### src/rtl/iomem_pkg.sv
// Shared types and constants for the PicoSoC iomem arbiter.
// Bus widths, FSM encoding and the default timeout read data.
package iomem_pkg;
  localparam int ADDR_W = 32;
  localparam int DATA_W = 32;
  localparam int STRB_W = 4;
  localparam int CNT_W  = 16;

  localparam logic [DATA_W-1:0] ERR_RDATA_DEF = 32'hDEAD_BEEF;

  typedef enum logic [1:0] {
    IDLE = 2'd0,
    OWN0 = 2'd1,
    OWN1 = 2'd2
  } state_t;
endpackage

### src/rtl/iomem_if.sv
// picorv32 native valid/ready memory bus.
// The requester drives valid/wstrb/addr/wdata; the responder drives ready/rdata.
interface iomem_if;
  import iomem_pkg::*;

  logic              valid;
  logic              ready;
  logic [STRB_W-1:0] wstrb;
  logic [ADDR_W-1:0] addr;
  logic [DATA_W-1:0] wdata;
  logic [DATA_W-1:0] rdata;

  modport master (
    output valid, wstrb, addr, wdata,
    input  ready, rdata
  );

  modport slave (
    input  valid, wstrb, addr, wdata,
    output ready, rdata
  );
endinterface

### src/rtl/iomem_rr_pick.sv
// Two-way round-robin chooser: on a tie the master that was not
// served last wins; a lone request always wins.
module iomem_rr_pick (
  input  logic [1:0] valid,
  input  logic       last,
  output logic [1:0] pick
);
  always_comb begin
    pick = 2'b00;
    unique case (1'b1)
      (valid == 2'b11): pick = last ? 2'b01 : 2'b10;
      (valid == 2'b01): pick = 2'b01;
      (valid == 2'b10): pick = 2'b10;
      default:          pick = 2'b00;
    endcase
  end
endmodule

### src/rtl/iomem_arbiter.sv
// Two-master, one-slave iomem arbiter with round-robin fairness
// and a per-transaction timeout that forces an error completion.
module iomem_arbiter
  import iomem_pkg::*;
#(
  parameter int unsigned       TIMEOUT   = 255,
  parameter logic [DATA_W-1:0] ERR_RDATA = ERR_RDATA_DEF
) (
  input  logic       clk,
  input  logic       reset,
  iomem_if.slave     m0,
  iomem_if.slave     m1,
  iomem_if.master    s,
  output logic [1:0] grant,
  output logic       timeout_err,
  input  logic       err_clear
);
  localparam logic [CNT_W-1:0] LIMIT = CNT_W'(TIMEOUT - 1);

  state_t           state;
  state_t           state_nx;
  logic             last;
  logic             last_nx;
  logic [CNT_W-1:0] cnt;
  logic [1:0]       pick;
  logic             own_v;
  logic             done_ok;
  logic             done_to;

  iomem_rr_pick u_pick (
    .valid ({m1.valid, m0.valid}),
    .last  (last),
    .pick  (pick)
  );

  always_comb begin
    own_v = 1'b0;
    unique case (state)
      OWN0:    own_v = m0.valid;
      OWN1:    own_v = m1.valid;
      default: own_v = 1'b0;
    endcase
  end

  // The slave wins a tie with the timeout.
  assign done_ok = own_v & s.ready;
  assign done_to = own_v & ~s.ready & (cnt == LIMIT);

  always_comb begin
    state_nx = state;
    last_nx  = last;
    grant    = 2'b00;
    s.valid  = 1'b0;
    s.wstrb  = '0;
    s.addr   = '0;
    s.wdata  = '0;
    m0.ready = 1'b0;
    m0.rdata = '0;
    m1.ready = 1'b0;
    m1.rdata = '0;
    unique case (state)
      IDLE: begin
        if (pick[0])      state_nx = OWN0;
        else if (pick[1]) state_nx = OWN1;
      end
      OWN0: begin
        grant    = 2'b01;
        s.valid  = m0.valid & ~done_to;
        s.wstrb  = m0.wstrb;
        s.addr   = m0.addr;
        s.wdata  = m0.wdata;
        m0.ready = done_ok | done_to;
        if (done_ok)      m0.rdata = s.rdata;
        else if (done_to) m0.rdata = ERR_RDATA;
        if (!m0.valid || done_ok || done_to) state_nx = IDLE;
        if (done_ok || done_to) last_nx = 1'b0;
      end
      OWN1: begin
        grant    = 2'b10;
        s.valid  = m1.valid & ~done_to;
        s.wstrb  = m1.wstrb;
        s.addr   = m1.addr;
        s.wdata  = m1.wdata;
        m1.ready = done_ok | done_to;
        if (done_ok)      m1.rdata = s.rdata;
        else if (done_to) m1.rdata = ERR_RDATA;
        if (!m1.valid || done_ok || done_to) state_nx = IDLE;
        if (done_ok || done_to) last_nx = 1'b1;
      end
      default: state_nx = IDLE;
    endcase
  end

  always_ff @(posedge clk or posedge reset) begin
    if (reset) begin
      state       <= IDLE;
      last        <= 1'b1;
      cnt         <= '0;
      timeout_err <= 1'b0;
    end else begin
      state <= state_nx;
      last  <= last_nx;
      if (state == IDLE || state_nx == IDLE) cnt <= '0;
      else if (cnt != '1)                    cnt <= cnt + 1'b1;
      if (done_to)        timeout_err <= 1'b1;
      else if (err_clear) timeout_err <= 1'b0;
    end
  end
endmodule

### src/flat_wrapper.sv
// flat-port wrapper written by rule: the top's interface ports become plain ports
module iomem_arbiter_flat import iomem_pkg::*;
#(
  parameter int unsigned       TIMEOUT   = 255,
  parameter logic [DATA_W-1:0] ERR_RDATA = ERR_RDATA_DEF
)
  (clk, reset, grant, timeout_err, err_clear, m0_valid, m0_wstrb, m0_addr, m0_wdata, m0_ready, m0_rdata, m1_valid, m1_wstrb, m1_addr, m1_wdata, m1_ready, m1_rdata, s_valid, s_wstrb, s_addr, s_wdata, s_ready, s_rdata);
  iomem_if m0_i ();
  iomem_if m1_i ();
  iomem_if s_i ();
  input  logic clk;
  input  logic reset;
  output logic [1:0] grant;
  output logic timeout_err;
  input  logic err_clear;
  input wire logic [$bits(m0_i.valid)-1:0] m0_valid;
  input wire logic [$bits(m0_i.wstrb)-1:0] m0_wstrb;
  input wire logic [$bits(m0_i.addr)-1:0] m0_addr;
  input wire logic [$bits(m0_i.wdata)-1:0] m0_wdata;
  output wire logic [$bits(m0_i.ready)-1:0] m0_ready;
  output wire logic [$bits(m0_i.rdata)-1:0] m0_rdata;
  input wire logic [$bits(m1_i.valid)-1:0] m1_valid;
  input wire logic [$bits(m1_i.wstrb)-1:0] m1_wstrb;
  input wire logic [$bits(m1_i.addr)-1:0] m1_addr;
  input wire logic [$bits(m1_i.wdata)-1:0] m1_wdata;
  output wire logic [$bits(m1_i.ready)-1:0] m1_ready;
  output wire logic [$bits(m1_i.rdata)-1:0] m1_rdata;
  output wire logic [$bits(s_i.valid)-1:0] s_valid;
  output wire logic [$bits(s_i.wstrb)-1:0] s_wstrb;
  output wire logic [$bits(s_i.addr)-1:0] s_addr;
  output wire logic [$bits(s_i.wdata)-1:0] s_wdata;
  input wire logic [$bits(s_i.ready)-1:0] s_ready;
  input wire logic [$bits(s_i.rdata)-1:0] s_rdata;
  assign m0_i.valid = m0_valid;
  assign m0_i.wstrb = m0_wstrb;
  assign m0_i.addr = m0_addr;
  assign m0_i.wdata = m0_wdata;
  assign m0_ready = m0_i.ready;
  assign m0_rdata = m0_i.rdata;
  assign m1_i.valid = m1_valid;
  assign m1_i.wstrb = m1_wstrb;
  assign m1_i.addr = m1_addr;
  assign m1_i.wdata = m1_wdata;
  assign m1_ready = m1_i.ready;
  assign m1_rdata = m1_i.rdata;
  assign s_valid = s_i.valid;
  assign s_wstrb = s_i.wstrb;
  assign s_addr = s_i.addr;
  assign s_wdata = s_i.wdata;
  assign s_i.ready = s_ready;
  assign s_i.rdata = s_rdata;
  iomem_arbiter #(.TIMEOUT(TIMEOUT), .ERR_RDATA(ERR_RDATA)) u_core (.clk(clk), .reset(reset), .m0(m0_i), .m1(m1_i), .s(s_i), .grant(grant), .timeout_err(timeout_err), .err_clear(err_clear));
endmodule
### config.mk
export PLATFORM = sky130hd
export DESIGN_NAME = iomem_arbiter_flat
export DESIGN_NICKNAME = d
export VERILOG_FILES = /design/src/rtl/iomem_pkg.sv /design/src/rtl/iomem_if.sv /design/src/rtl/iomem_rr_pick.sv /design/src/rtl/iomem_arbiter.sv /design/src/flat_wrapper.sv
export SDC_FILE = /design/constraint.sdc
export NUM_CORES = 1
export LEC_CHECK = 0
export BUFFER_PORTS_ARGS = -buffer_cell sky130_fd_sc_hd__buf_2
export CAP_MARGIN = 20
export CORE_AREA = 2 2 122 124
export DETAILED_ROUTE_END_ITERATION = 6
export DIE_AREA = 0 0 124 126
export PLACE_DENSITY_LB_ADDON = 0.1
export RECOVER_POWER = 100
export SLEW_MARGIN = 20
export SYNTH_ARGS = -nofsm -noshare
export SYNTH_HDL_FRONTEND = slang
export SYNTH_SLANG_ARGS = --single-unit
### constraint.sdc
create_clock -name clk -period 2.5 [get_ports clk]
set_clock_uncertainty 0.15 [all_clocks]
set_input_delay 0.125 -clock clk [delete_from_list [all_inputs] [get_ports clk]]
set_output_delay 0.125 -clock clk [all_outputs]
set_load 0.02 [all_outputs]
==> results of run 1 <==
## worst reg2reg max path, stage by stage, from the launching register on
cell	delay [ps]
dfrtp_1	400
buf_4	160
ha_1	250
nand4_1	230
nor4_1	90
buf_4	180
or4_2	540
a21oi_1	160
## sequential cells by signal, indices dropped and copies added, names as in the netlist
signal              cells
u_core.last             1
u_core.cnt             16
u_core.timeout_err      1
u_core.state            2
## area by class of cell
class                      instances  area [µm²]  area share [%]
sequential                        20         503            9.46
inverter                          14        55.1            1.04
antenna                            3        7.51           0.141
clock buffer                       4        78.8            1.48
timing repair buffer             350        2360            44.4
tap                              184         230            4.33
multi-input combinational        309        2080            39.1
## logic make-up after synthesis
kind of cell | count (synthesis) | synth area share (%)
mux | 3 | 1.11
buf+inv | 53 | 7.62
flops | 20 | 18.5
xor+xnor | 1 | 0.323
simple gates | 146 | 27.1
compound gates | 151 | 41.6
fa+ha+maj | 8 | 3.70
## metrics by stage
stage               hold WS, ps  std cells  setup WS [ps]  utilization [%]
floorplan                 -61.9        382           33.7                -
global placement            176        852           90.0             31.5
detailed placement          183        852           37.6             31.5
CTS                         101        875          -20.2             35.3
global route                155        883           -129             37.1
finish                     92.2        884          -51.3             37.1
## report_power, final
| part | leakage, nW | internal, W | switching (W) |
|---|---|---|---|
| Sequential | 0.272 | 0.000350 | 0.0000270 |
| Combinational | 2.39 | 0.00137 | 0.00214 |
| Clock | 0.0382 | 0.000218 | 0.000126 |
## worst max path at each step
| stage | start | to | slack [ps] | depth (start not counted) |
|---|---|---|---|---|
| after floorplan | u_core.state[1] | m1_rdata[16] | 30 | 9 |
| after global placement | u_core.state[1] | m1_rdata[3] | 90 | 8 |
| after detailed placement | u_core.state[0] | m1_rdata[5] | 40 | 7 |
| after CTS | u_core.cnt[0] | m1_rdata[6] | -20 | 10 |
| after global routing | u_core.cnt[0] | m1_rdata[27] | -130 | 11 |
| final | u_core.cnt[0] | m1_rdata[27] | -50 | 11 |
## layout by cell type (no fill, tap or decap), types with 10 or more instances in the layout
| cell type | count |
|---|---|
| nand2_1 | 12 |
| buf_6 | 45 |
| and3_1 | 16 |
| buf_2 | 261 |
| a21oi_1 | 11 |
| nor2_1 | 81 |
| dfrtp_1 | 18 |
| a22oi_1 | 68 |
| inv_1 | 10 |
| buf_4 | 27 |
| o21a_1 | 48 |
## repair_timing
action	in CTS	in global routing
endpoints found under the setup margin	85	64
gates resized for setup	54	62
gates cloned	6	3
setup buffers	11	5
endpoints found under the hold margin	20	0
pin swaps	3	0
hold buffers	2	0
## per-layer routing
layer | up-vias | track usage, %
li1 | 2058 | -
met3 | 22 | 4.12
met5 | - | 0
met4 | 4 | 3.90
met1 | 2120 | 24.6
met2 | 163 | 34.6
==> run metrics, run 1 <==
met3 wire len 990 µm; Hold/Removal Path Class input pin to flop; Distinct cells, synth 44; crit path buf inv count 6; Syn Nets 564; area after detailed placement 4500 µm²; Sink Count 20; CP peak stage delay 390 ps; Max Cap Viol 0; Final nets 880; RSZ-0062 raised after global routing true; finished layout cell area 5320 µm²; worst path required time 2230 ps; via-per-instance ratio 4.94; DR iter-0 viols 279; synth cell count leaders nor2_1 (81), a22oi_1 (68), o21a_1 (48); Synth Register Bits 20; final wirelength 16400 µm; htree depth 1; R2R Setup Slk 260 ps; largest net degree at the start of global routing 49; core area 14300 µm²; min-delay src m1_valid; fillcell total 1543; full die area 15600 µm²; Total Power 0.00424 W; leakage power 2.70 nW; CTS buffer count 3; final period utilization 102%; startpoint types flop; CP max FO 6; Worst path slowest cell dfrtp_1; top-count cell post-synth nor2_1; Post-Synthesis Cells 382; top area cells in the synthesized netlist a22oi_1 (19%), dfrtp_1 (18%), o21a_1 (13%); Synth warnings 0; DP HPWL 12000 µm; Slew @ Worst Pin 782 ps; Synth area leader a22oi_1; CP Class flop to primary output; Site Rows 44; dominant register cell in the synthesized netlist dfrtp_1; placer congestion estimate 0.903; Hold Path Depth 4; initial antenna violation count 4; vias in the first global route 4324; WL met2 8610 µm; share of cells above drive strength 1 53.8%; clk slew on worst S/H paths 60 ps; post-synthesis sequential area ratio 18.5%; CTS tree done; top cell type's share of synthesized area 18.8%; fmax 0.392 GHz; # IOs 312; final hold vios 0; critical-path cell list inv_2 -> ha_4 -> nor4b_4 -> a41oi_2 -> buf_6 -> nor4b_4 -> buf_4 -> buf_6 -> buf_6 -> o21a_1 -> buf_6; most used cell, CP buf_6; kind of cell adding the most delay to the critical path buffers and inverters; crit path capture type primary output; post-route ant nets 0; worst hold endpoint u_core.state[0]; Post-synth EDFFs 0; Mapped Avg Cell Area 7.09 µm²; DR WL/cell 18.5 µm; Worst Path Arrival 2280 ps; final-report setup violation count 17; fin. max-slew vios 0; Async SR Flop Fraction 100%; Final Critical Period 2550 ps; RR Startpoint u_core.cnt[1]; clock latency on the worst-skew pair 260 ps; VDD IR max 0.361 mV; number of remaining DRC errors 0; drt pass-1 iters 4; Top Metal Used met5; status complete, but fails checks; capture point of the worst reg-to-reg path u_core.cnt[9]; Reg2Reg Depth 7; violated checks setup timing; setup ws final -51.3 ps; first-pass GRT wire length 23900 µm; die height 126 µm; Vias 4367; GRT Total Usage 19.6%; clock root buffer clkbuf_16; global route total overflow 0; met1 WL 6500 µm; Port Buf Inserts 311; deepest clock path buffer count 2; layout overhead on the synthesized area 96.2%; Initial Util 18.9%; Setup Total Neg Slack -641 ps; pwr/cell area 797 nW/µm²; chip width 124 µm; mapped cell area 2710 µm²; Rel. slew slack 47.8%
(Power assumes the default switching activity.)
==> run 2, diff against run 1 <==
- BUFFER_PORTS_ARGS: -buffer_cell sky130_fd_sc_hd__buf_2 -> -buffer_cell sky130_fd_sc_hd__buf_4
- RECOVER_POWER: 100 -> 50
==> run 2 against run 1 <==
  * The run still ends with setup timing left
  * Worst setup slack got worse by 20 ps
  * Maximum frequency fell by 0.79%
  * Combinational power barely moved
  * Register-to-register slack got worse by 90 ps
  * Sequential cell count did not move
  * Hold slack got worse by 6.7 ps
  * Die area did not move
  * Cell area rose by 8.3%
  * First-iteration DRC count fell by 28%
  * Routed wire length fell by 0.27%
  * Cell count fell by 1.6%
  * Critical endpoint is now m0_rdata[26]
  * Largest power group unchanged
==> run metrics, run 2 (synthesis gave the netlist of run 1 again) <==
CP peak stage delay 390 ps (about the same); final wirelength 16300 µm (-0.27%); placed insts 850 (-0.23%); fillcell total 1514 (-1.9%); startpoint types flop; RSZ-0062 raised after global routing true; Vias 4268 (-2.3%); clk slew on worst S/H paths 60 ps (about the same); pwr/cell area 740 nW/µm² (-7.2%); Largest register FFs 16 (unchanged); Rel. slew slack 46.3% (-1.4 points); clock root buffer clkbuf_16; chip width 124 µm (unchanged); largest net degree at the start of global routing 80 (+63%); full die area 15600 µm² (unchanged); first-pass GRT wire length 24300 µm (+1.4%); Worst path slowest cell dfrtp_1; drt pass-1 iters 4 (unchanged); layout overhead on the synthesized area 112%; DP HPWL 12500 µm (+4.1%); met3 wire len 855 µm (-14%); clock power share 8.7% (+0.6 points); Max Cap Viol 0 (unchanged); core area 14300 µm² (unchanged); DR iter-0 viols 202 (-28%); post-route ant nets 0 (unchanged); Worst Path Arrival 2300 ps (+20 ps); clock latency on the worst-skew pair 250 ps (about the same); htree depth 1 (unchanged); crit path buf inv count 5 (-1); Initial Util 18.9% (unchanged); deepest clock path buffer count 2 (unchanged); Comb power frac 82.6% (-0.4 points); global route total overflow 0 (unchanged); vias in the first global route 4193 (-3.0%); kind of cell adding the most delay to the critical path buffers and inverters; Setup Total Neg Slack -809 ps (-168 ps); Switching Share 52.8% (-1.4 points); WL met2 8710 µm (+1.2%); GRT Total Usage 20.1% (+0.41 points); Final nets 868 (-1.4%); commonest non-fill, non-tap cells in the layout buf_4 (278), nor2_1 (81), a22oi_1 (68); commonest non-fill, non-tap cell in the layout buf_4; number of remaining DRC errors 0 (unchanged); Site Rows 44 (unchanged); Internal Pwr Total 0.00201 W (+3.5%); die height 126 µm (unchanged); fmax 0.389 GHz (-0.79%); final hold vios 0 (unchanged); met1 WL 6540 µm (+0.63%); Top Metal Used met5; final-report setup violation count 19 (+2); most used cell, CP buf_6; CTS tree done; Psw 0.00225 W (-2.0%); Sink Count 20 (unchanged); crit path capture type primary output; Slew @ Worst Pin 804 ps (+21.5 ps); critical-path cell list inv_2 -> ha_4 -> nor4b_4 -> a41oi_2 -> buf_6 -> a2111oi_4 -> buf_4 -> clkbuf_16 -> o21a_1 -> buf_6; CP max FO 6 (unchanged); Port Buf Inserts 311 (unchanged); CP Class flop to primary output; CTS buffer count 3 (unchanged); Final Critical Period 2570 ps (+20.2 ps); leakage power 2.75 nW (+1.7%); setup ws final -71.5 ps (-20.2 ps); top flop regs u_core.cnt: 16 flops, u_core.state: 2 flops; final period utilization 103% (+0.81 points); DR WL/cell 18.8 µm (+1.3%); initial antenna violation count 3 (-1); VDD IR max 0.491 mV (+36%); Reg power frac 8.7% (-0.2 points); share of cells above drive strength 1 53.1% (-0.66 points); placer congestion estimate 0.895 (-0.85%); Hold/Removal Path Class input pin to flop; via-per-instance ratio 4.91 (-0.69%); worst path required time 2230 ps (about the same); status complete, but fails checks; Reg with most FFs u_core.cnt; # IOs 312 (unchanged); violated checks setup timing; post-route insts no fill 870 (-1.6%); fin. max-slew vios 0 (unchanged)
-- run 2: cell types whose count changed in the layout (fill, tap and decap cells not counted), sizes merged --
| cell | before | now |
|---|---|---|
| buf | 341 | 329 |
| bufbuf | 3 | 1 |
| clkbuf | 8 | 10 |
| diode | 3 | 1 |
-- run 2: worst paths after layout --
kind,slack [ps],endpoint,depth (start not counted),start
worst max-delay path,-70,m0_rdata[26],10,u_core.cnt[0]
worst min-delay path,90,u_core.state[0],4,m1_valid
worst max register to register,170,u_core.cnt[9],8,u_core.cnt[0]
worst min register to register,420,u_core.last,1,u_core.last
max in group asynchronous,1200,u_core.state[0],3,reset
min in group asynchronous,450,u_core.cnt[1],3,reset
-- run 2: area by class of cell --
class	instances	area, µm²	share of cell area [%]
repair buffers	338	2830	49.1
multi-input cells	309	2050	35.6
flip-flops and latches	20	504	8.76
well taps	184	230	4.00
clock buffers	4	88.8	1.54
inverters	14	52.6	0.913
diodes	1	2.50	0.0435
-- run 2: per-stage QoR --
step	setup slack, ps	hold WS, ps	util [%]	cell area [µm²]	total power (W)
after global routing	-221	136	40.2	5760	0.00457
after detailed placement	63.7	180	36.8	5270	0.00371
after floorplan	33.7	-61.9	-	2710	0.00229
after CTS	-44.7	96.6	39.3	5620	0.00423
after global placement	114	177	36.8	5270	0.00369
final	-71.5	85.5	40.2	5760	0.00426
-- run 2: worst register-to-register path: cells and delay by family, from the launching register on --
kind | cells | cell delay [ps]
flops | 1 | 390
simple gates | 3 | 850
fa+ha+maj | 1 | 260
compound gates | 1 | 170
buf+inv | 3 | 440
-- run 2: layer usage --
layer,vias up,track usage (%)
li1,2035,-
met1,2065,25.2
met2,144,35.5
met3,20,4.30
met4,4,3.30
met5,-,0
-- run 2: power by group through the flow --
stage	registers (W)	clock network [W]	logic, W
5_1_grt	0.000376	0.000393	0.00380
2_1_floorplan	0.000375	0	0.00191
3_3_place_gp	0.000374	0	0.00331
3_5_place_dp	0.000375	0	0.00333
4_1_cts	0.000372	0.000379	0.00348
6_report	0.000372	0.000369	0.00352
-- run 2: timing repair --
| item | in CTS | in global routing |
|---|---|---|
| resized for setup | 31 | 31 |
| hold endpoints to repair | 20 | 0 |
| setup buffers | 7 | 3 |
| pin swaps | 1 | 0 |
| cloned | 3 | 1 |
| setup endpoints to repair | 71 | 99 |
| hold buffers | 2 | 0 |
==> run 3, diff against run 2 <==
- ABC_AREA: not set -> 1
- CORE_AREA: 2 2 122 124 -> 2 2 121 123
- DIE_AREA: 0 0 124 126 -> 0 0 123 125
==> run 3 against run 2 <==
  * The flow now finishes without violations
  * Largest cell class unchanged
  * Power is 0.80% lower
  * First-iteration DRC count is 15% higher
  * Register-to-register slack better by 260 ps
  * Cell count is 13% higher
  * Count of clock-buffer cells in the layout is 1 lower
  * Sequential share of layout area is 0.62 points higher
  * Die area is 1.6% lower
  * Cell area is 6.8% lower
  * Critical path type unchanged
  * Highest routed layer is now met4
==> run metrics, run 3 <==
Reg with most FFs u_core.cnt; core area 14200 µm² (-0.77%); top flop regs u_core.cnt: 16 flops, u_core.state: 2 flops; largest net degree at the start of global routing 72 (-10%); worst path required time 2230 ps (about the same); Post-Synthesis Cells 512 (+34%); pwr/cell area 787 nW/µm² (+6.5%); share of cells above drive strength 1 42.6% (-10 points); Initial Util 18.8% (-0.16 points); clock root buffer clkbuf_16; Port Buf Inserts 311 (unchanged); adder-cell area share of the yosys netlist 3.76% (+0.061 points); final-report setup violation count 0 (-19); final hold vios 0 (unchanged); top area cells in the synthesized netlist nand2_1 (24%), dfrtp_1 (18%), nor2_1 (15%); clk slew on worst S/H paths 50 ps (about the same); commonest non-fill, non-tap cells in the layout buf_4 (309), nand2_1 (171), nor2_1 (101); drt pass-1 iters 5 (+1); Post-Synth Simple-Gate Area 48.5% (+21 points); worst setup path start u_core.state[0]; Syn Nets 694 (+23%); Mapped Avg Cell Area 5.21 µm² (-27%); final wirelength 15300 µm (-6.2%); CTS tree done; initial antenna violation count 0 (-3); Worst path slowest cell dfrtp_1; VDD IR max 0.595 mV (+21%); largest family of logic cells by synthesized area simple AND/OR/NAND/NOR gates; Synth area leader nand2_1; Hold/Removal Path Class input pin to flop; Synth Register Bits 20 (unchanged); RSZ-0062 raised after global routing true; crit path capture type primary output; fin. max-slew vios 0 (unchanged); Core Util, Final 37.8% (-2.5 points); CP peak stage delay 380 ps (about the same); Rel. slew slack 47.5% (+1.1 points); number of remaining DRC errors 0 (unchanged); CTS buffer count 3 (unchanged); first-pass GRT wire length 22500 µm (-7.3%); Final nets 985 (+13%); htree depth 1 (unchanged); full die area 15400 µm² (-1.6%); DP HPWL 12300 µm (-1.8%); multiplexer area fraction after synthesis 0% (-1.1 points); DR WL/cell 15.5 µm (-17%); CP Class flop to primary output; final period utilization 96.0% (-6.9 points); chip width 123 µm (-0.81%); Sink Count 20 (unchanged); mapped cell area 2670 µm² (-1.6%); Total Power 0.00422 W (-0.80%); status completed; Post-synth EDFFs 0 (unchanged); top cell type's share of synthesized area 24.2% (+5.4 points); Final Critical Period 2400 ps (-172 ps); deepest clock path buffer count 2 (unchanged); CP max FO 40 (+34); DR iter-0 viols 233 (+15%); GRT Total Usage 18.6% (-1.5 points); dominant register cell in the synthesized netlist dfrtp_1; Synth warnings 0 (unchanged); top-count cell post-synth nand2_1; Synth Area in XOR/XNOR 1.97% (+1.6 points); placer congestion estimate 0.820 (-8.4%); Site Rows 44 (unchanged); most used cell, CP nor2_1; post-synthesis compound-gate area fraction 16.1% (-26 points); synth cell count leaders nand2_1 (172), nor2_1 (106), a21oi_1 (70); critical-path cell list inv_1 -> ha_2 -> nand2_1 -> a21oi_4 -> nand2_2 -> buf_6 -> nor2_1 -> nor2_1 -> buf_4; fmax 0.417 GHz (+7.2%); Max Cap Viol 0 (unchanged); die height 125 µm (-0.79%); Vias 4263 (-0.12%); commonest non-fill, non-tap cell in the layout buf_4; Distinct cells, synth 27 (-39%); layout overhead on the synthesized area 101%; Async SR Flop Fraction 100% (unchanged); Worst Path Arrival 2120 ps (-180 ps); global route total overflow 0 (unchanged); startpoint types flop; vias in the first global route 4119 (-1.8%); clock latency on the worst-skew pair 260 ps (about the same); min-delay src m1_valid; n_diodes 0 (-1); post-route ant nets 0 (unchanged); RR Startpoint u_core.state[0]; Slew @ Worst Pin 787 ps (-17.0 ps); post-synthesis sequential area ratio 18.8% (+0.30 points); leakage power 2.84 nW (+3.2%); Largest register FFs 16 (unchanged); setup bufs post-CTS 0 (-7); via-per-instance ratio 4.32 (-12%); # IOs 312 (unchanged)
-- run 3: kinds of logic (layout without fill, tap and decap cells) --
logic type / count (synthesis) / in the layout
xor gates and xnor gates: 6 / 6
and+or+nand+nor: 321 / 321
AOI/OAI and AO/OA: 85 / 85
buffers and inverters: 72 / 362
DFF: 20 / 20
adders and majority gates: 8 / 8
-- run 3: final timing paths --
kind | end | slack (ps) | cells past startpoint
min in group asynchronous | u_core.cnt[0] | 420 | 3
hold reg to reg | u_core.last | 330 | 2
setup / recovery | m0_rdata[7] | 100 | 9
hold / removal | u_core.state[1] | 180 | 5
setup reg to reg | u_core.cnt[13] | 430 | 11
max in group asynchronous | u_core.state[1] | 1230 | 3
-- run 3: metrics by stage --
| stage | area, µm² | TNS [ps] | setup slack (ps) | hold slack, ps | std cells |
|---|---|---|---|---|---|
| after floorplan | 2670 | 0 | 348 | -61.9 | 512 |
| final | 5360 | 0 | 101 | 176 | 986 |
| after global routing | 5360 | -656 | -40.3 | 259 | 986 |
| after detailed placement | 5150 | 0 | 144 | 172 | 980 |
| after global placement | 5150 | 0 | 143 | 170 | 980 |
| after CTS | 5280 | -3230 | -105 | 180 | 986 |
-- run 3: report_power, final --
part / internal, W / switching [W]
logic: 0.00116 / 0.00223
registers: 0.000361 / 0.0000331
clock network: 0.000318 / 0.000125
total: 0.00184 / 0.00239
-- run 3: what timing repair did --
item                       CTS  global route
hold endpoints to repair    20             0
hold buffers                 2             0
pin swaps                    0             3
gates resized for setup      2            21
setup endpoints to repair   90           128
-- run 3: cell type report --
class                   instances  area, µm²
inverters                      39        154
clock inverters                 1       30.0
flip-flops and latches         20        503
clock buffers                   3       75.1
well taps                     184        230
repair buffers                319       2430
fillers                      1571       8840
multi-input cells             420       1940
-- run 3: routing by layer --
| layer | up-vias | global-route usage [%] | share of wire [%] |
|---|---|---|---|
| met2 | 154 | 32.6 | 48 |
| met3 | 16 | 4.33 | 8.8 |
| met4 | 0 | 3.28 | 1.4 |
| met1 | 1921 | 23.2 | 42 |
| li1 | 2172 | - | - |
| met5 | - | 0 | 0 |
-- run 3: critical path: cells and delay by family, from the launching register on --
family	cells	cell delay (ps)
compound gates	1	210
fa+ha+maj	1	230
buf+inv	3	520
flops	1	380
simple gates	4	530
